**src/rtl/isa_pkg.sv**
```systemverilog
// TinyML ISA definitions shared by the issue sequencer and the execution units:
// opcodes, instruction field positions and field-extraction helpers.
package isa_pkg;

  localparam logic [3:0] OP_NOP     = 4'h0;
  localparam logic [3:0] OP_HALT    = 4'h7;
  localparam logic [3:0] OP_MAC4    = 4'h8;
  localparam logic [3:0] OP_JMP     = 4'hB;
  localparam logic [3:0] OP_CONV3   = 4'hD;
  localparam logic [3:0] OP_SIGMOID = 4'hE;
  localparam logic [3:0] OP_ACC     = 4'hF;

  localparam int OPC_LSB = 28;
  localparam int RD_LSB  = 24;
  localparam int RS1_LSB = 20;
  localparam int RS2_LSB = 16;
  localparam int IMM_LSB = 0;

  function automatic logic [3:0] f_opcode(input logic [31:0] w);
    return w[OPC_LSB +: 4];
  endfunction

  function automatic logic [3:0] f_rd(input logic [31:0] w);
    return w[RD_LSB +: 4];
  endfunction

  function automatic logic [3:0] f_rs1(input logic [31:0] w);
    return w[RS1_LSB +: 4];
  endfunction

  function automatic logic [3:0] f_rs2(input logic [31:0] w);
    return w[RS2_LSB +: 4];
  endfunction

  function automatic logic [15:0] f_imm(input logic [31:0] w);
    return w[IMM_LSB +: 16];
  endfunction

  // Ops that complete later through ex_done rather than on the handshake.
  function automatic logic is_multicycle(input logic [3:0] op);
    logic mc;
    case (op)
      OP_MAC4, OP_CONV3, OP_SIGMOID, OP_ACC: mc = 1'b1;
      default:                               mc = 1'b0;
    endcase
    return mc;
  endfunction

endpackage

```
**src/rtl/issue_ctrl_if.sv**
```systemverilog
// Issue channel between the sequencer (master) and an execution unit (slave).
interface issue_ctrl_if;
  logic        ex_valid;
  logic        ex_ready;
  logic        ex_done;
  logic [3:0]  ex_opcode;
  logic [3:0]  ex_rd;
  logic [3:0]  ex_rs1;
  logic [3:0]  ex_rs2;
  logic [15:0] ex_imm;

  modport master (
    output ex_valid, ex_opcode, ex_rd, ex_rs1, ex_rs2, ex_imm,
    input  ex_ready, ex_done
  );

  modport slave (
    input  ex_valid, ex_opcode, ex_rd, ex_rs1, ex_rs2, ex_imm,
    output ex_ready, ex_done
  );
endinterface

```
**src/rtl/issue_ctrl_decoder.sv**
```systemverilog
// Splits a 32-bit instruction word into its opcode, register and immediate fields.
module decoder
  import isa_pkg::*;
(
  input  logic [31:0] instr_i,
  output logic [3:0]  opcode_o,
  output logic [3:0]  rd_o,
  output logic [3:0]  rs1_o,
  output logic [3:0]  rs2_o,
  output logic [15:0] imm_o
);

  assign opcode_o = f_opcode(instr_i);
  assign rd_o     = f_rd(instr_i);
  assign rs1_o    = f_rs1(instr_i);
  assign rs2_o    = f_rs2(instr_i);
  assign imm_o    = f_imm(instr_i);

endmodule

```
**src/rtl/issue_ctrl.sv**
```systemverilog
// Fetch/decode/issue sequencer: owns the PC, fetches from synchronous imem,
// issues over valid/ready and stalls on multi-cycle ops until ex_done.
module issue_ctrl
  import isa_pkg::*;
#(
  parameter int PC_W  = 8,
  parameter int CNT_W = 16
) (
  input  logic               clk,
  input  logic               rst,
  input  logic               start,
  output logic [PC_W-1:0]    imem_addr,
  input  logic [31:0]        imem_rdata,
  issue_ctrl_if.master       ex,
  output logic [PC_W-1:0]    pc,
  output logic               busy,
  output logic               halted,
  output logic [CNT_W-1:0]   retired
);

  typedef enum logic [2:0] {
    S_IDLE, S_FETCH, S_DECODE, S_ISSUE, S_WAIT, S_HALT
  } state_e;

  state_e             state_q, state_d;
  logic [PC_W-1:0]    pc_q, pc_d;
  logic [31:0]        instr_q, instr_d;
  logic [CNT_W-1:0]   retired_q, retired_d;
  logic               retire;
  logic               clear_cnt;

  logic [3:0]         fetch_op;
  logic [15:0]        fetch_imm;
  logic [3:0]         dec_opcode;

  // The class decision in DECODE must use the word arriving from imem this cycle.
  assign fetch_op  = f_opcode(imem_rdata);
  assign fetch_imm = f_imm(imem_rdata);

  decoder u_decoder (
    .instr_i  (instr_q),
    .opcode_o (dec_opcode),
    .rd_o     (ex.ex_rd),
    .rs1_o    (ex.ex_rs1),
    .rs2_o    (ex.ex_rs2),
    .imm_o    (ex.ex_imm)
  );

  always_comb begin
    state_d   = state_q;
    pc_d      = pc_q;
    instr_d   = instr_q;
    retire    = 1'b0;
    clear_cnt = 1'b0;
    case (state_q)
      S_IDLE, S_HALT: begin
        if (start) begin
          state_d   = S_FETCH;
          pc_d      = '0;
          clear_cnt = 1'b1;
        end
      end
      S_FETCH: state_d = S_DECODE;
      S_DECODE: begin
        instr_d = imem_rdata;
        case (fetch_op)
          OP_NOP: begin
            pc_d    = pc_q + PC_W'(1);
            state_d = S_FETCH;
            retire  = 1'b1;
          end
          OP_JMP: begin
            pc_d    = PC_W'(fetch_imm);
            state_d = S_FETCH;
            retire  = 1'b1;
          end
          OP_HALT: begin
            state_d = S_HALT;
            retire  = 1'b1;
          end
          default: state_d = S_ISSUE;
        endcase
      end
      S_ISSUE: begin
        if (ex.ex_ready) begin
          pc_d = pc_q + PC_W'(1);
          // A done pulse coincident with the handshake completes the op at once.
          if (is_multicycle(dec_opcode) && !ex.ex_done) begin
            state_d = S_WAIT;
          end else begin
            state_d = S_FETCH;
            retire  = 1'b1;
          end
        end
      end
      S_WAIT: begin
        if (ex.ex_done) begin
          state_d = S_FETCH;
          retire  = 1'b1;
        end
      end
      default: state_d = S_IDLE;
    endcase

    if (clear_cnt) begin
      retired_d = '0;
    end else if (retire && (retired_q != '1)) begin
      retired_d = retired_q + CNT_W'(1);
    end else begin
      retired_d = retired_q;
    end
  end

  always_ff @(posedge clk) begin
    if (rst) begin
      state_q   <= S_IDLE;
      pc_q      <= '0;
      instr_q   <= '0;
      retired_q <= '0;
    end else begin
      state_q   <= state_d;
      pc_q      <= pc_d;
      instr_q   <= instr_d;
      retired_q <= retired_d;
    end
  end

  assign ex.ex_valid  = (state_q == S_ISSUE);
  assign ex.ex_opcode = dec_opcode;
  assign imem_addr    = pc_q;
  assign pc           = pc_q;
  assign busy         = (state_q == S_FETCH) || (state_q == S_DECODE) ||
                        (state_q == S_ISSUE) || (state_q == S_WAIT);
  assign halted       = (state_q == S_HALT);
  assign retired      = retired_q;

endmodule

```
**src/flat_wrapper.sv**
```systemverilog
// flat-port wrapper written by rule: the top's interface ports become plain ports
module issue_ctrl_flat import isa_pkg::*;
#(
  parameter int PC_W  = 8,
  parameter int CNT_W = 16
)
  (clk, rst, start, imem_addr, imem_rdata, pc, busy, halted, retired, ex_ex_valid, ex_ex_opcode, ex_ex_rd, ex_ex_rs1, ex_ex_rs2, ex_ex_imm, ex_ex_ready, ex_ex_done);
  issue_ctrl_if ex_i ();
  input  logic clk;
  input  logic rst;
  input  logic start;
  output logic [PC_W-1:0] imem_addr;
  input  logic [31:0] imem_rdata;
  output logic [PC_W-1:0] pc;
  output logic busy;
  output logic halted;
  output logic [CNT_W-1:0] retired;
  output wire logic [$bits(ex_i.ex_valid)-1:0] ex_ex_valid;
  output wire logic [$bits(ex_i.ex_opcode)-1:0] ex_ex_opcode;
  output wire logic [$bits(ex_i.ex_rd)-1:0] ex_ex_rd;
  output wire logic [$bits(ex_i.ex_rs1)-1:0] ex_ex_rs1;
  output wire logic [$bits(ex_i.ex_rs2)-1:0] ex_ex_rs2;
  output wire logic [$bits(ex_i.ex_imm)-1:0] ex_ex_imm;
  input wire logic [$bits(ex_i.ex_ready)-1:0] ex_ex_ready;
  input wire logic [$bits(ex_i.ex_done)-1:0] ex_ex_done;
  assign ex_ex_valid = ex_i.ex_valid;
  assign ex_ex_opcode = ex_i.ex_opcode;
  assign ex_ex_rd = ex_i.ex_rd;
  assign ex_ex_rs1 = ex_i.ex_rs1;
  assign ex_ex_rs2 = ex_i.ex_rs2;
  assign ex_ex_imm = ex_i.ex_imm;
  assign ex_i.ex_ready = ex_ex_ready;
  assign ex_i.ex_done = ex_ex_done;
  issue_ctrl #(.PC_W(PC_W), .CNT_W(CNT_W)) u_core (.clk(clk), .rst(rst), .start(start), .imem_addr(imem_addr), .imem_rdata(imem_rdata), .ex(ex_i), .pc(pc), .busy(busy), .halted(halted), .retired(retired));
endmodule
```
**config.mk**
```make
export PLATFORM = sky130hd
export DESIGN_NAME = issue_ctrl_flat
export DESIGN_NICKNAME = d
export VERILOG_FILES = /design/src/rtl/isa_pkg.sv /design/src/rtl/issue_ctrl_if.sv /design/src/rtl/issue_ctrl_decoder.sv /design/src/rtl/issue_ctrl.sv /design/src/flat_wrapper.sv
export SDC_FILE = /design/constraint.sdc
export NUM_CORES = 1
export LEC_CHECK = 0
export BUFFER_PORTS_ARGS = -buffer_cell sky130_fd_sc_hd__buf_4
export CAP_MARGIN = 20
export CORE_ASPECT_RATIO = 0.8
export CORE_MARGIN = 2
export CORE_UTILIZATION = 45
export CTS_CLUSTER_DIAMETER = 150
export DETAILED_ROUTE_END_ITERATION = 12
export PLACE_DENSITY = 0.73
export RECOVER_POWER = 100
export SYNTH_ARGS = -nofsm -noshare
export SYNTH_HDL_FRONTEND = slang
export SYNTH_HIERARCHICAL = 1
export SYNTH_SLANG_ARGS = --single-unit
```
**constraint.sdc**
```tcl
create_clock -name clk -period 2.5 [get_ports clk]
set_input_delay 0.125 -clock clk [delete_from_list [all_inputs] [get_ports clk]]
set_output_delay 0.125 -clock clk [all_outputs]
set_load 0.02 [all_outputs]
```
* Word level (Yosys, flattened, before mapping)
Index checks and enable logic that the tools add are counted.
Cells by class: add/subtract/negate cells 2, eq/ne operators 16, muxes and demuxes 20, reductions and logical operators 16
Operator list (number):
- 8-bit one-hot mux with 3 select lines | 1
- 4-bit == test, second input constant | 5
- 16-bit by 1-bit adder with 16-bit output, second input constant | 1
- 8-bit 2-to-1 mux | 2
- 16-bit inequality test, second input constant | 1
- 8-bit one-hot mux with 2 select lines | 1
- 3-bit one-hot mux with 5 select lines | 1
- 3-bit 2-to-1 mux | 4
- 1-bit 2-to-1 mux | 9
- 8-bit by 1-bit adder with 8-bit output, second input constant | 1
- 3-bit by 2-bit == test with 1-bit output, second input constant | 2
- 3-bit == test, second input constant | 2
- 3-bit one-hot mux with 2 select lines | 1
- 2-bit OR reduction | 3
- 4-bit by 3-bit == test with 1-bit output, second input constant | 1
- 4-bit logical NOT | 1
- 2-bit inequality test, second input constant | 2
- 4-bit AND reduction | 1
- 4-bit OR reduction | 1
- 3-bit by 1-bit == test with 1-bit output, second input constant | 1
- 3-bit logical NOT | 1
- 1-bit logical OR | 3
- 3-bit inequality test, second input constant | 1
- 1-bit one-hot mux with 3 select lines | 1
- other kinds (6) | 7
Word-level totals: output and inout port bits 67, register bits after elaboration 59

* Longest topological paths before layout
Gate-level depths: netlist of run 1.
depth in word-level cells 10, depth in mapped cells 9, mapped depth without buffers 7

* Hierarchy
Netlist of run 1, hierarchy kept.
By module, submodules not included:
- issue_ctrl | cells an instance 357, area each 2768.9 um^2, sequential area each 1181.1 um^2, times used 1
- decoder | cells an instance 32, area each 240.2 um^2, sequential area each 0.0 um^2, times used 1

* Worst setup path before layout of run 1
OpenSTA, ideal clock, no wires.
path kind reg-to-reg, start register u_core.state_q[0], end register u_core.retired_q[15], in the netlist u_core/retired[15], library setup time 0.132 ns, setup slack 0.593 ns, buffers on the path 3, arrival 1.775 ns, data required time 2.368 ns, stages on the path, launching flop included 10, path through dfxtp_1 -> clkbuf_1 -> nand2_1 -> inv_1 -> a32oi_2 -> a21o_1 -> buf_6 -> buf_2 -> o31ai_1 -> a21oi_1
On the way: elaborated cells between the ends (all ways) 10, classes of those cells 4 x eq/ne; 2 x mux; 4 x reduce/logical
RTL lines:
- from (decl) | RTL line issue_ctrl.sv:25 | state_e state_q, state_d;
- from (signal assigned) | RTL line issue_ctrl.sv:121 | state_q <= state_d;
- 3-bit by 2-bit == test with 1-bit output
- net ex_ex_valid | RTL line flat_wrapper.sv:18 | output wire logic [$bits(ex_i.ex_valid)-1:0] ex_ex_valid;
- 1-bit one-hot mux with 3 select lines | RTL line issue_ctrl.sv:55 | case (state_q)
- 1-bit logical AND | RTL line issue_ctrl.sv:107 | end else if (retire && (retired_q != '1)) begin
- to (signal assigned) | RTL line issue_ctrl.sv:124 | retired_q <= retired_d;
- to (decl) | RTL line issue_ctrl.sv:28 | logic [CNT_W-1:0] retired_q, retired_d;
The timed path passes the listed nets, and every way through them passes these cells. A chain may end at the register's enable or synchronous reset.

* Worst setup path after layout of run 1
start register u_core.state_q[1], end register u_core.retired_q[5], in the netlist u_core/retired[5]
On the way: cells in the longest elaborated chain, start to end 4, elaborated cells between the ends (all ways) 10, classes of those cells 4 x eq/ne; 2 x mux; 4 x reduce/logical
Ends and longest elaborated chain (RTL line):
- 3-bit == test or 3-bit logical NOT (tied branches) | issue_ctrl.sv:55
- 2-bit OR reduction | issue_ctrl.sv:55
- 1-bit 2-to-1 mux | issue_ctrl.sv:55
- 2-bit OR reduction (no line)
Several ways; a longest one is shown, not always the timed one.

==> results of run 1 <==
## layout make-up
type / instances / area [sq um] / area share [%]
sequential: 59 / 1180 / 33.8
timing repair buffer: 107 / 549 / 15.7
clock buffer: 11 / 131 / 3.76
tap: 84 / 105 / 3.01
inverter: 3 / 11.3 / 0.323
clock inverter: 5 / 77.6 / 2.22
multi-input combinational: 268 / 1440 / 41.1
## worst paths after layout
path / from / cells after the start / slack (ps) / endpoint
setup reg to reg: u_core/state_q[1] / 8 / 230 / u_core/retired[5]
hold reg to reg: u_core/instr_q[15] / 2 / 450 / u_core/instr_q[15]
hold / removal: imem_rdata[10] / 3 / 50 / u_core/instr_q[10]
setup / recovery: u_core/state_q[1] / 8 / 230 / u_core/retired[5]
## sequential cells by signal, summed over array words and instances, names as in the netlist
name              cells
u_core/instr_q       32
u_core/state_q        3
u_core/imem_addr      8
u_core/retired       16
## logic make-up (layout without fill, tap and decap cells)
kind of cell,after synthesis,after routing,synth area share [%]
XOR/XNOR,7,7,2.04
adder cells (fa/ha/maj),2,2,0.831
flip-flops,59,59,39.3
buffers and inverters,62,126,13.1
AO/OA/AOI/OAI,93,93,18.1
multiplexers,3,3,1.04
AND/OR/NAND/NOR,163,163,25.7
## per-layer routing
metal	vias up	global-route usage, %
met5	-	0
met4	0	6.86
met2	104	31.5
met1	1352	26.5
li1	1424	-
met3	6	6.09
## worst max-delay path, cell delays in order, from the launching register on
cell	delay [ps]
dfxtp_1	560
nor2b_1	240
nand2_1	100
inv_1	110
a32oi_2	160
a21o_1	300
buf_4	210
or4b_1	460
nand2_1	70
## report_power, final
| part | internal (mW) | total, mW | leakage [nW] | switching (mW) |
|---|---|---|---|---|
| sequential | 0.985 | 1.02 | 0.478 | 0.0393 |
| combinational | 0.130 | 0.377 | 0.644 | 0.247 |
| clock | 0.559 | 0.915 | 0.103 | 0.357 |
## stage by stage
step | instances | setup WS, ps | hold WS (ps)
CTS | 537 | 261 | 22.1
global route | 537 | 39.7 | 24.2
floorplan | 389 | 593 | 261
global placement | 521 | 421 | 375
finish | 537 | 230 | 45.8
detailed placement | 521 | 305 | 384
## layout by cell type (no fill, tap or decap), drive strengths merged, types with 3 or more instances in the layout
master | netlist | layout
buf | 45 | 39
a22oi | 5 | 5
nand2 | 83 | 83
a2111oi | 3 | 3
a21oi | 48 | 48
and3 | 5 | 5
inv | 3 | 3
nand2b | 4 | 4
clkbuf | 14 | 79
xnor2 | 5 | 5
o21ai | 18 | 18
nor2 | 20 | 20
o31ai | 5 | 5
or4 | 3 | 3
nand4 | 3 | 3
dfxtp | 59 | 59
nor3 | 8 | 8
nand3 | 13 | 13
or3 | 9 | 9
a211oi | 4 | 4
nor2b | 4 | 4
==> out/qor.csv, run 1 <==
stage,metric,value,unit
run_status,run status,finished clean,
synth,Main synth FF type,dfxtp_1,
timing,time the final worst path needs with I/O delays and setup,2270,ps
drt,number of remaining DRC errors,0,
synth,sequential share of the synthesized area,39.3,%
setup_path,CP startpoint kind,register,
floorplan,die footprint,7360,sq um
setup_path,endpoint required time on the critical path,2760,ps
global_routing,GRT Overall Usage,20.2,%
drt,routed metal-1 wire length,3470,microns
clock_tree,Root Driver,clkbuf_8,
placed_design,placement-stage cell area,3540,sq um
timing,Final Hold Vio Count,0,
cells_and_area,antenna cells,0,
global_routing,number of global-route vias before repair,2412,
synth,Syn Inst Count,389,
setup_path,CP endpoint kind,register,
drt,via total after detailed routing,2886,
drt,length of routed met2 wiring,3520,microns
drt,vias per std cell,5.37,
placed_design,final weighted congestion in routability-driven placement,0.886,
power,VDD IR-drop max,0.425,mV
timing,post-route clock period utilization,90.8,%
drt,DRT antenna net count,0,
power,power per cell area,664,nW/um^2
placed_design,buffers added on ports,103,
cells_and_area,area added between synthesis and finish,16.0,%
placed_design,Detail Placement HPWL,5390,microns
synth,Netlist cell types,48,
synth,Post-synth EDFFs,0,
floorplan,Initial Utilization,46.7,%
floorplan,width of the die,95.4,microns
cells_and_area,summed area of non-filler cells in the final layout,3490,sq um
synth,synthesized flop and latch total,59,
floorplan,number of top-level design ports,104,
synth,Synth Net Count,428,
timing,setup repair after global routing missed its margin,false,
drt,"wirelength, routed",7630,microns
timing,maximum clock frequency,0.440,GHz
synth,most instantiated library cell after synthesis,nand2_1,
clock_tree,number of clock buffers inserted by TritonCTS,9,
synth,main area contributors after synthesis,"dfxtp_1 (39%), nand2_1 (10%), buf_4 (10%)",
cells_and_area,post-route core utilization,54.2,%
global_routing,overflow left after global routing,0,
global_routing,wire length of the first global-routing pass,11800,microns
synth,post-synthesis instance area,3010,sq um
timing,number of pins exceeding their max-slew limit in the final report,0,
drt,drt first pass iters,5,
cells_and_area,fill cell total of the finished layout,677,
clock_tree,clock transition at the registers of the reported paths,70,ps
clock_tree,total of cells resized after clock tree synthesis,0,
timing,max_slew headroom,41.1,%
floorplan,Row Count,26,
global_routing,largest net degree at the start of global routing,46,
timing,Setup Viol. Count Final,0,
job,max-cap violations,0,
drt,routed len/inst,14.2,microns
drt,DRC marker count from the first detailed-route iteration,221,
clock_tree,H-tree levels,3,
drt,uppermost layer routed,met4,
synth,cell taking the most area after synthesis,dfxtp_1,
synth,top cell type's share of synthesized area,39.3,%
global_routing,antenna violations before repair,0,
worst_hold_path,Tightest Hold Check Type,primary input to register,
timing,Slew @ Worst Pin,874,ps
clock_tree,clock network latency to the later pin of the worst-skew pair,320,ps
power,"Power, Total",2.32,mW
setup_path,crit-path max FO,14,
synth,yosys synthesis warning count,6,
synth,fraction of synthesis flops using an asynchronous set or reset pin,0,%
power,reported leakage power,1.23,nW
drt,WL met3,575,microns
timing,final sum of negative setup slack,0,ps
floorplan,height of the die,77.1,microns
clock_tree,number of hold buffers added after cts,0,
cells_and_area,layout cell share with drive strength beyond 1,13.7,%
floorplan,core region area,6440,sq um
cells_and_area,Final Net Count,487,
synth,Avg Synthesized Cell Area,7.74,sq um
clock_tree,number of clock sinks,59,
timing,final clock skew,7.75,ps
clock_tree,TritonCTS clock tree,yes,
clock_tree,CTS max path bufs,2,
setup_path,Crit Path Category,register to register,
setup_path,arrival time worst endpoint,2530,ps
clock_tree,buffers inserted during post-CTS setup optimization,0,
synth,top post-synthesis cells by count,"nand2_1 (83), dfxtp_1 (59), a21oi_1 (48)",
Note: power is estimated with default switching activity, not from simulation.
==> run 2, diff against run 1 <==
PLACE_DENSITY = 0.74   (was 0.73)
SYNTH_HIERARCHICAL = not set   (was 1)
==> run 2 against run 1 <==
  * Worst hold slack worse by 11 ps
  * Register-to-register slack better by 60 ps
  * Flip-flop and latch count stayed put
  * Synthesized area is 6.2% lower
  * Sequential share of layout area is 0.72 points lower
  * Critical path depth is 2 lower
  * First-iteration DRC count is 14% lower
  * Synthesized cell count is 8.0% lower
  * Count of clock-buffer cells in the layout stayed put
  * Final area is 2.2% higher
  * Critical path type unchanged
  * Sequential power hardly changed
  * Routed wire length is 0.55% higher
==> out/qor.csv, run 2 <==
stage,metric,value,unit,change
timing,Setup Viol. Count Final,0,,unchanged
synth,Netlist cell types,49,,was 48
timing,final clock skew,7.85,ps,was 7.75 ps
floorplan,width of the die,92.6,microns,was 95.4 microns
power,switching component of the power,0.588,mW,was 0.643 mW
synth,Post-synth EDFFs,0,,unchanged
clock_tree,number of clock sinks,59,,unchanged
timing,final sum of negative setup slack,0,ps,unchanged
worst_hold_path,Hold Startpoint,imem_rdata[18],,was imem_rdata[10]
timing,maximum clock frequency,0.451,GHz,was 0.440 GHz
drt,DRC marker count from the first detailed-route iteration,191,,was 221
cells_and_area,layout cell share with drive strength beyond 1,14.1,%,was 13.7%
setup_path,Crit path max-delay family,simple AND/OR/NAND/NOR gates,,unchanged
cells_and_area,Largest Register,u_core.instr_q,,was u_core/instr_q
power,power per cell area,641,nW/um^2,was 664 nW/um^2
clock_tree,H-tree levels,3,,unchanged
global_routing,highest-utilization routing layer at the global route stage,met2,,unchanged
cells_and_area,"most common cell after layout, fill and taps aside",nand2_1,,unchanged
global_routing,global routing met1 resource utilization,30.5,%,was 26.5%
placed_design,number of cells after detailed placement,520,,was 521
drt,drt first pass iters,4,,was 5
cells_and_area,area added between synthesis and finish,26.4,%,was 16.0%
floorplan,height of the die,74.8,microns,was 77.1 microns
setup_path,count of buffering cells on the critical path with inverters included,1,,was 2
setup_path,stage delay of the slowest cell on the critical path,520,ps,was 560 ps
setup_path,crit-path max FO,25,,was 14
synth,sequential share of the synthesized area,41.8,%,was 39.3%
power,switching power as a share of total power,25.7,%,was 27.7%
placed_design,buffers added on ports,103,,unchanged
drt,via total after detailed routing,2889,,was 2886
timing,time the final worst path needs with I/O delays and setup,2210,ps,was 2270 ps
clock_tree,clock transition at the registers of the reported paths,70,ps,about the same
setup_path,R2R Setup Slk,290,ps,was 230 ps
setup_path,destination of the worst register-to-register timing path,u_core.retired[7],,was u_core/retired[5]
power,register share of total power,43.8,%,was 44.2%
synth,Avg Synthesized Cell Area,7.88,sq um,was 7.74 sq um
setup_path,R2R depth,6,,was 8
clock_tree,number of hold buffers added after cts,0,,unchanged
clock_tree,total of cells resized after clock tree synthesis,0,,unchanged
cells_and_area,number of flip-flops in the largest register,32,,unchanged
setup_path,endpoint required time on the critical path,2750,ps,was 2760 ps
setup_path,CP startpoint kind,register,,unchanged
run_status,run status,finished clean,,unchanged
cells_and_area,most frequent cells in the layout,"nand2_1 (82), clkbuf_1 (68), dfxtp_1 (59), a21oi_1 (45), buf_4 (40)",,"was nand2_1 (83), clkbuf_1 (69), dfxtp_1 (59), a21oi_1 (48), buf_4 (39)"
global_routing,antenna violations before repair,0,,unchanged
synth,top cell type's share of synthesized area,41.8,%,was 39.3%
synth,top post-synthesis cells by count,"nand2_1 (82), dfxtp_1 (59), a21oi_1 (45)",,"was nand2_1 (83), dfxtp_1 (59), a21oi_1 (48)"
timing,number of pins exceeding their max-slew limit in the final report,0,,unchanged
global_routing,GRT Overall Usage,22.6,%,was 20.2%
timing,setup repair after global routing missed its margin,false,,unchanged
global_routing,number of global-route vias before repair,2603,,was 2412
synth,main area contributors after synthesis,"dfxtp_1 (42%), nand2_1 (11%), a21oi_1 (8.0%)",,"was dfxtp_1 (39%), nand2_1 (10%), buf_4 (10%)"
synth,synthesized flop and latch total,59,,unchanged
timing,Slew @ Worst Pin,678,ps,was 874 ps
cells_and_area,area of the multi-input gates,1490,sq um,was 1440 sq um
cells_and_area,summed area of non-filler cells in the final layout,3570,sq um,was 3490 sq um
worst_hold_path,Tightest Hold Check Type,primary input to register,,unchanged
synth,yosys synthesis warning count,0,,was 6
cells_and_area,sequential cell area,1180,sq um,unchanged
power,fraction of power consumed by the clock network,42.7,%,was 39.5%
setup_path,arrival time worst endpoint,2470,ps,was 2530 ps
floorplan,die footprint,6930,sq um,was 7360 sq um
power,"Power, Total",2.29,mW,was 2.32 mW
synth,fraction of synthesis flops using an asynchronous set or reset pin,0,%,unchanged
cells_and_area,Final Net Count,489,,was 487
floorplan,number of top-level design ports,104,,unchanged
setup_path,CP endpoint kind,register,,unchanged
setup_path,library cell contributing the largest single delay on the critical path,or4_1,,was dfxtp_1
job,max-cap violations,0,,unchanged
placed_design,placement-stage cell area,3600,sq um,was 3540 sq um
cells_and_area,antenna cells,0,,unchanged
synth,cell taking the most area after synthesis,dfxtp_1,,unchanged
clock_tree,number of clock buffers inserted by TritonCTS,9,,unchanged
setup_path,"Cell Chain, Critical Path","clkbuf_1, nor4bb_1, a31oi_1, o22a_4, or4_1, a21oi_1",,"was nor2b_1, nand2_1, inv_1, a32oi_2, a21o_1, buf_4, or4b_1, nand2_1"
drt,routed len/inst,14.3,microns,was 14.2 microns
setup_path,Crit Path Category,register to register,,unchanged
clock_tree,TritonCTS clock tree,yes,,unchanged
power,reported leakage power,1.25,nW,was 1.23 nW
timing,post-route clock period utilization,88.6,%,was 90.8%
synth,post-synthesis instance area,2820,sq um,was 3010 sq um
global_routing,largest net degree at the start of global routing,45,,was 46
floorplan,Initial Utilization,47.2,%,was 46.7%
clock_tree,clock network latency to the later pin of the worst-skew pair,330,ps,was 320 ps
worst_hold_path,endpoint with the worst hold slack,u_core.instr_q[18],,was u_core/instr_q[10]
global_routing,wire length of the first global-routing pass,12300,microns,was 11800 microns
setup_path,worst reg2reg path startpoint,u_core.state_q[2],,was u_core/state_q[1]
timing,max_slew headroom,54.6,%,was 41.1%
global_routing,overflow left after global routing,0,,unchanged
power,VDD IR-drop max,0.381,mV,was 0.425 mV
floorplan,core region area,5970,sq um,was 6440 sq um
timing,Final Hold Vio Count,0,,unchanged
clock_tree,Root Driver,clkbuf_8,,unchanged
placed_design,final weighted congestion in routability-driven placement,0.852,,was 0.886
worst_hold_path,Hold Path Depth,3,,unchanged
drt,vias per std cell,5.40,,was 5.37
clock_tree,CTS max path bufs,2,,unchanged
global_routing,met2 layer usage reported by global route,33.3,%,was 31.5%
synth,Syn Inst Count,358,,was 389
placed_design,Detail Placement HPWL,5500,microns,was 5390 microns
power,portion of total power attributed to combinational logic,13.5,%,was 16.3%
cells_and_area,fill cell total of the finished layout,612,,was 677
power,total internal power,1.70,mW,was 1.67 mW
synth,most instantiated library cell after synthesis,nand2_1,,unchanged
synth,Main synth FF type,dfxtp_1,,unchanged
drt,number of remaining DRC errors,0,,unchanged
synth,Synth Net Count,397,,was 428
floorplan,Row Count,25,,was 26
cells_and_area,"Cell Count, Final, Fillers Out",535,,was 537
drt,DRT antenna net count,0,,unchanged
global_routing,global-route track usage on met3,8.91,%,was 6.09%
clock_tree,buffers inserted during post-CTS setup optimization,0,,unchanged
drt,"wirelength, routed",7670,microns,was 7630 microns
[run 2: changes by cell type in the layout (fill, tap and decap cells not counted), sizes merged, moves of 4 or more]
cell,delta
o21ai,-8
or4,+7
nor3,-5
or3,-5
a211oi,-4
a22oi,+4
nor4,+4
o31ai,+4
[run 2: how the worst max path moves through the flow]
stage / to / depth (start not counted) / start / slack (ps)
after global routing: u_core.retired[7] / 6 / u_core.state_q[2] / 90
after detailed placement: u_core.retired[10] / 5 / u_core.state_q[1] / 370
after global placement: u_core.retired[8] / 7 / u_core.retired[0] / 440
after CTS: u_core.retired[10] / 5 / u_core.state_q[1] / 350
after floorplan: u_core.retired[8] / 7 / u_core.retired[0] / 190
final: u_core.retired[7] / 6 / u_core.state_q[2] / 290
[run 2: worst reg2reg max path, delay by kind of cell, from the launching register on]
family	cells	cell delay, ps
simple gates	2	790
compound gates	3	580
flops	1	340
buf+inv	1	430
[run 2: through the flow]
step | utilization [%] | setup slack, ps | hold slack, ps
2_1_floorplan | - | 190 | 261
3_3_place_gp | 60.3 | 436 | 372
3_5_place_dp | 60.3 | 369 | 382
4_1_cts | 64.1 | 346 | 28.4
5_1_grt | 59.7 | 86.5 | 29.4
6_report | 59.7 | 285 | 34.4
[run 2: final cells by class]
cell class	instances	area share, %
clock inverter	4	2.07
sequential	59	33.1
inverter	2	0.210
timing repair buffer	110	15.9
multi-input combinational	268	41.7
clock buffer	11	4.24
tap	81	2.84
[run 2: power groups by stage]
stage	sequential, mW	clock [mW]	combinational (mW)
3_3_place_gp	1.02	0	0.334
6_report	1.00	0.975	0.308
5_1_grt	1.01	1.04	0.344
3_5_place_dp	1.02	0	0.338
2_1_floorplan	1.05	0	0.160
4_1_cts	1.00	0.990	0.339
[run 2: metal layers]
layer	part of all wire [%]	wire length (microns)
met3	8.3	634
met2	44	3360
met4	1.4	106
met1	46	3560
met5	0	0
[run 2: cells by family after synthesis]
group	Yosys count	share of synthesized area, %
AOI/OAI and AO/OA	93	20.6
xor gates and xnor gates	7	2.17
adders and majority gates	2	0.886
buffers and inverters	31	5.50
DFF	59	41.8
muxes	4	1.51
and+or+nand+nor	162	27.5
==> run 3, diff against run 2 <==
PLACE_DENSITY = not set   (was 0.74)
PLACE_DENSITY_LB_ADDON = 0.3   (was not set)
==> run 3 against run 2 <==
  * Clock power is 9.4% lower
  * First-iteration DRC count is 23% lower
  * Largest power group unchanged
  * Final cell count stayed put
  * Routed wire length hardly changed
  * Die area stayed put
  * Critical path type unchanged
  * Global-route usage is 1.0 points lower
  * Largest cell class unchanged
  * Utilization is 0.63 points lower
  * Via count is 2.1% higher
  * Count of clock-buffer cells in the layout is 1 lower
  * Setup slack worse by 42 ps
  * Non-clock buffer count is 1 lower
==> out/qor.csv, run 3 (same netlist as run 2, synthesis figures left out) <==
stage,metric,value,unit,change
cells_and_area,"most common cell after layout, fill and taps aside",nand2_1,,unchanged
floorplan,Row Count,25,,unchanged
setup_path,Crit Path Category,register to register,,unchanged
floorplan,die footprint,6930,sq um,unchanged
setup_path,"Cell Chain, Critical Path","or3b_1, o22a_1, or4_1, a21oi_1",,"was clkbuf_1, nor4bb_1, a31oi_1, o22a_4, or4_1, a21oi_1"
clock_tree,clock transition at the registers of the reported paths,70,ps,about the same
power,reported leakage power,1.23,nW,was 1.25 nW
floorplan,height of the die,74.8,microns,unchanged
setup_path,count of buffering cells on the critical path with inverters included,0,,was 1
cells_and_area,layout cell share with drive strength beyond 1,13.9,%,was 14.1%
drt,"wirelength, routed",7660,microns,was 7670 microns
power,power per cell area,621,nW/um^2,was 641 nW/um^2
setup_path,R2R depth,4,,was 6
worst_hold_path,Hold Startpoint,imem_rdata[27],,was imem_rdata[18]
setup_path,R2R Setup Slk,240,ps,was 290 ps
drt,DRC marker count from the first detailed-route iteration,148,,was 191
clock_tree,total of cells resized after clock tree synthesis,0,,unchanged
power,VDD IR-drop max,0.395,mV,was 0.381 mV
run_status,run status,finished clean,,unchanged
cells_and_area,Final Net Count,488,,was 489
cells_and_area,summed area of non-filler cells in the final layout,3530,sq um,was 3570 sq um
floorplan,number of top-level design ports,104,,unchanged
drt,via total after detailed routing,2949,,was 2889
cells_and_area,most frequent cells in the layout,"nand2_1 (82), clkbuf_1 (68), dfxtp_1 (59), a21oi_1 (45), buf_4 (40)",,unchanged
timing,Final Hold Vio Count,0,,unchanged
worst_hold_path,Hold Path Depth,3,,unchanged
power,total internal power,1.57,mW,was 1.70 mW
timing,final sum of negative setup slack,0,ps,unchanged
clock_tree,number of clock buffers inserted by TritonCTS,9,,unchanged
placed_design,buffers added on ports,103,,unchanged
placed_design,final weighted congestion in routability-driven placement,0.809,,was 0.852
setup_path,worst reg2reg path startpoint,u_core.state_q[1],,was u_core.state_q[2]
timing,Setup Viol. Count Final,0,,unchanged
timing,setup repair after global routing missed its margin,false,,unchanged
timing,final clock skew,6.56,ps,was 7.85 ps
power,register share of total power,45.7,%,was 43.8%
timing,maximum clock frequency,0.443,GHz,was 0.451 GHz
power,switching power as a share of total power,28.3,%,was 25.7%
drt,routed len/inst,14.3,microns,about the same
clock_tree,number of hold buffers added after cts,0,,unchanged
setup_path,Crit path max-delay family,simple AND/OR/NAND/NOR gates,,unchanged
setup_path,crit-path max FO,25,,unchanged
timing,number of pins exceeding their max-slew limit in the final report,0,,unchanged
cells_and_area,Largest Register,u_core.instr_q,,unchanged
setup_path,endpoint required time on the critical path,2750,ps,about the same
worst_hold_path,endpoint with the worst hold slack,u_core.instr_q[27],,was u_core.instr_q[18]
setup_path,destination of the worst register-to-register timing path,u_core.retired[4],,was u_core.retired[7]
global_routing,number of global-route vias before repair,2621,,was 2603
setup_path,library cell contributing the largest single delay on the critical path,or4_1,,unchanged
timing,max_slew headroom,52.4,%,was 54.6%
global_routing,overflow left after global routing,0,,unchanged
global_routing,GRT Overall Usage,21.5,%,was 22.6%
drt,DRT antenna net count,0,,unchanged
setup_path,arrival time worst endpoint,2510,ps,was 2470 ps
power,switching component of the power,0.620,mW,was 0.588 mW
clock_tree,CTS max path bufs,2,,unchanged
job,max-cap violations,0,,unchanged
floorplan,width of the die,92.6,microns,unchanged
placed_design,placement-stage cell area,3600,sq um,about the same
floorplan,Initial Utilization,47.2,%,unchanged
worst_hold_path,Tightest Hold Check Type,primary input to register,,unchanged
clock_tree,number of clock sinks,59,,unchanged
clock_tree,clock network latency to the later pin of the worst-skew pair,330,ps,about the same
timing,Slew @ Worst Pin,714,ps,was 678 ps
global_routing,wire length of the first global-routing pass,12000,microns,was 12300 microns
timing,time the final worst path needs with I/O delays and setup,2260,ps,was 2210 ps
clock_tree,Root Driver,clkbuf_8,,unchanged
clock_tree,buffers inserted during post-CTS setup optimization,0,,unchanged
cells_and_area,number of flip-flops in the largest register,32,,unchanged
drt,number of remaining DRC errors,0,,unchanged
global_routing,largest net degree at the start of global routing,45,,unchanged
power,fraction of power consumed by the clock network,40.3,%,was 42.7%
setup_path,stage delay of the slowest cell on the critical path,590,ps,was 520 ps
setup_path,CP startpoint kind,register,,unchanged
clock_tree,H-tree levels,3,,unchanged
setup_path,CP endpoint kind,register,,unchanged
cells_and_area,antenna cells,0,,unchanged
power,portion of total power attributed to combinational logic,14.0,%,was 13.5%
clock_tree,TritonCTS clock tree,yes,,unchanged
cells_and_area,area added between synthesis and finish,25.0,%,was 26.4%
drt,vias per std cell,5.51,,was 5.40
floorplan,core region area,5970,sq um,unchanged
global_routing,antenna violations before repair,0,,unchanged
drt,drt first pass iters,5,,was 4
timing,post-route clock period utilization,90.3,%,was 88.6%
placed_design,Detail Placement HPWL,5460,microns,was 5500 microns
run 3: how the worst max path moves through the flow:
stage,startpoint,end,slack [ps],depth (start not counted)
floorplan,u_core.retired[0],u_core.retired[8],190,7
global placement,u_core.retired[0],u_core.retired[8],430,7
detailed placement,u_core.retired[0],u_core.retired[8],340,7
CTS,u_core.retired[0],u_core.retired[8],330,7
global route,u_core.state_q[1],u_core.retired[3],120,4
finish,u_core.state_q[1],u_core.retired[4],240,4
run 3: power groups by stage:
stage / Clock [mW] / Combinational (mW) / Sequential, mW
3_5_place_dp: 0 / 0.339 / 1.02
4_1_cts: 0.893 / 0.341 / 1.00
6_report: 0.883 / 0.307 / 1.00
5_1_grt: 0.933 / 0.339 / 1.01
2_1_floorplan: 0 / 0.160 / 1.05
3_3_place_gp: 0 / 0.335 / 1.02
run 3: per-stage QoR:
step	cells	power, mW	worst slack, ps	hold slack, ps	util, %
global route	535	2.28	123	32.6	59.1
global placement	519	1.36	431	373	60.2
CTS	535	2.24	329	20.3	63.6
finish	535	2.19	243	31.7	59.1
detailed placement	519	1.36	343	382	60.2
floorplan	358	1.21	190	261	-
run 3: worst reg2reg max path, stage by stage, from the launching register on:
cell and delay, ps:
dfxtp_1 530, or3b_1 420, o22a_1 480, or4_1 590
a21oi_1 160
run 3: area by class of cell:
class | count | area, sq um
fill | 592 | 2440
multi-input combinational | 268 | 1480
sequential | 59 | 1180
timing repair buffer | 109 | 561
clock buffer | 10 | 138
tap | 81 | 101
clock inverter | 6 | 63.8
inverter | 2 | 7.51
run 3: per-layer routing:
layer  global-route usage [%]  wire (microns)  part of all wire (%)  vias to the layer above
met1                     27.7            3520                    46                     1368
met2                     34.4            3430                    45                      113
met3                     8.21             634                   8.3                       12
met5                        0               0                     0                        -
li1                         -               -                     -                     1456
met4                     6.14              78                   1.0                        0
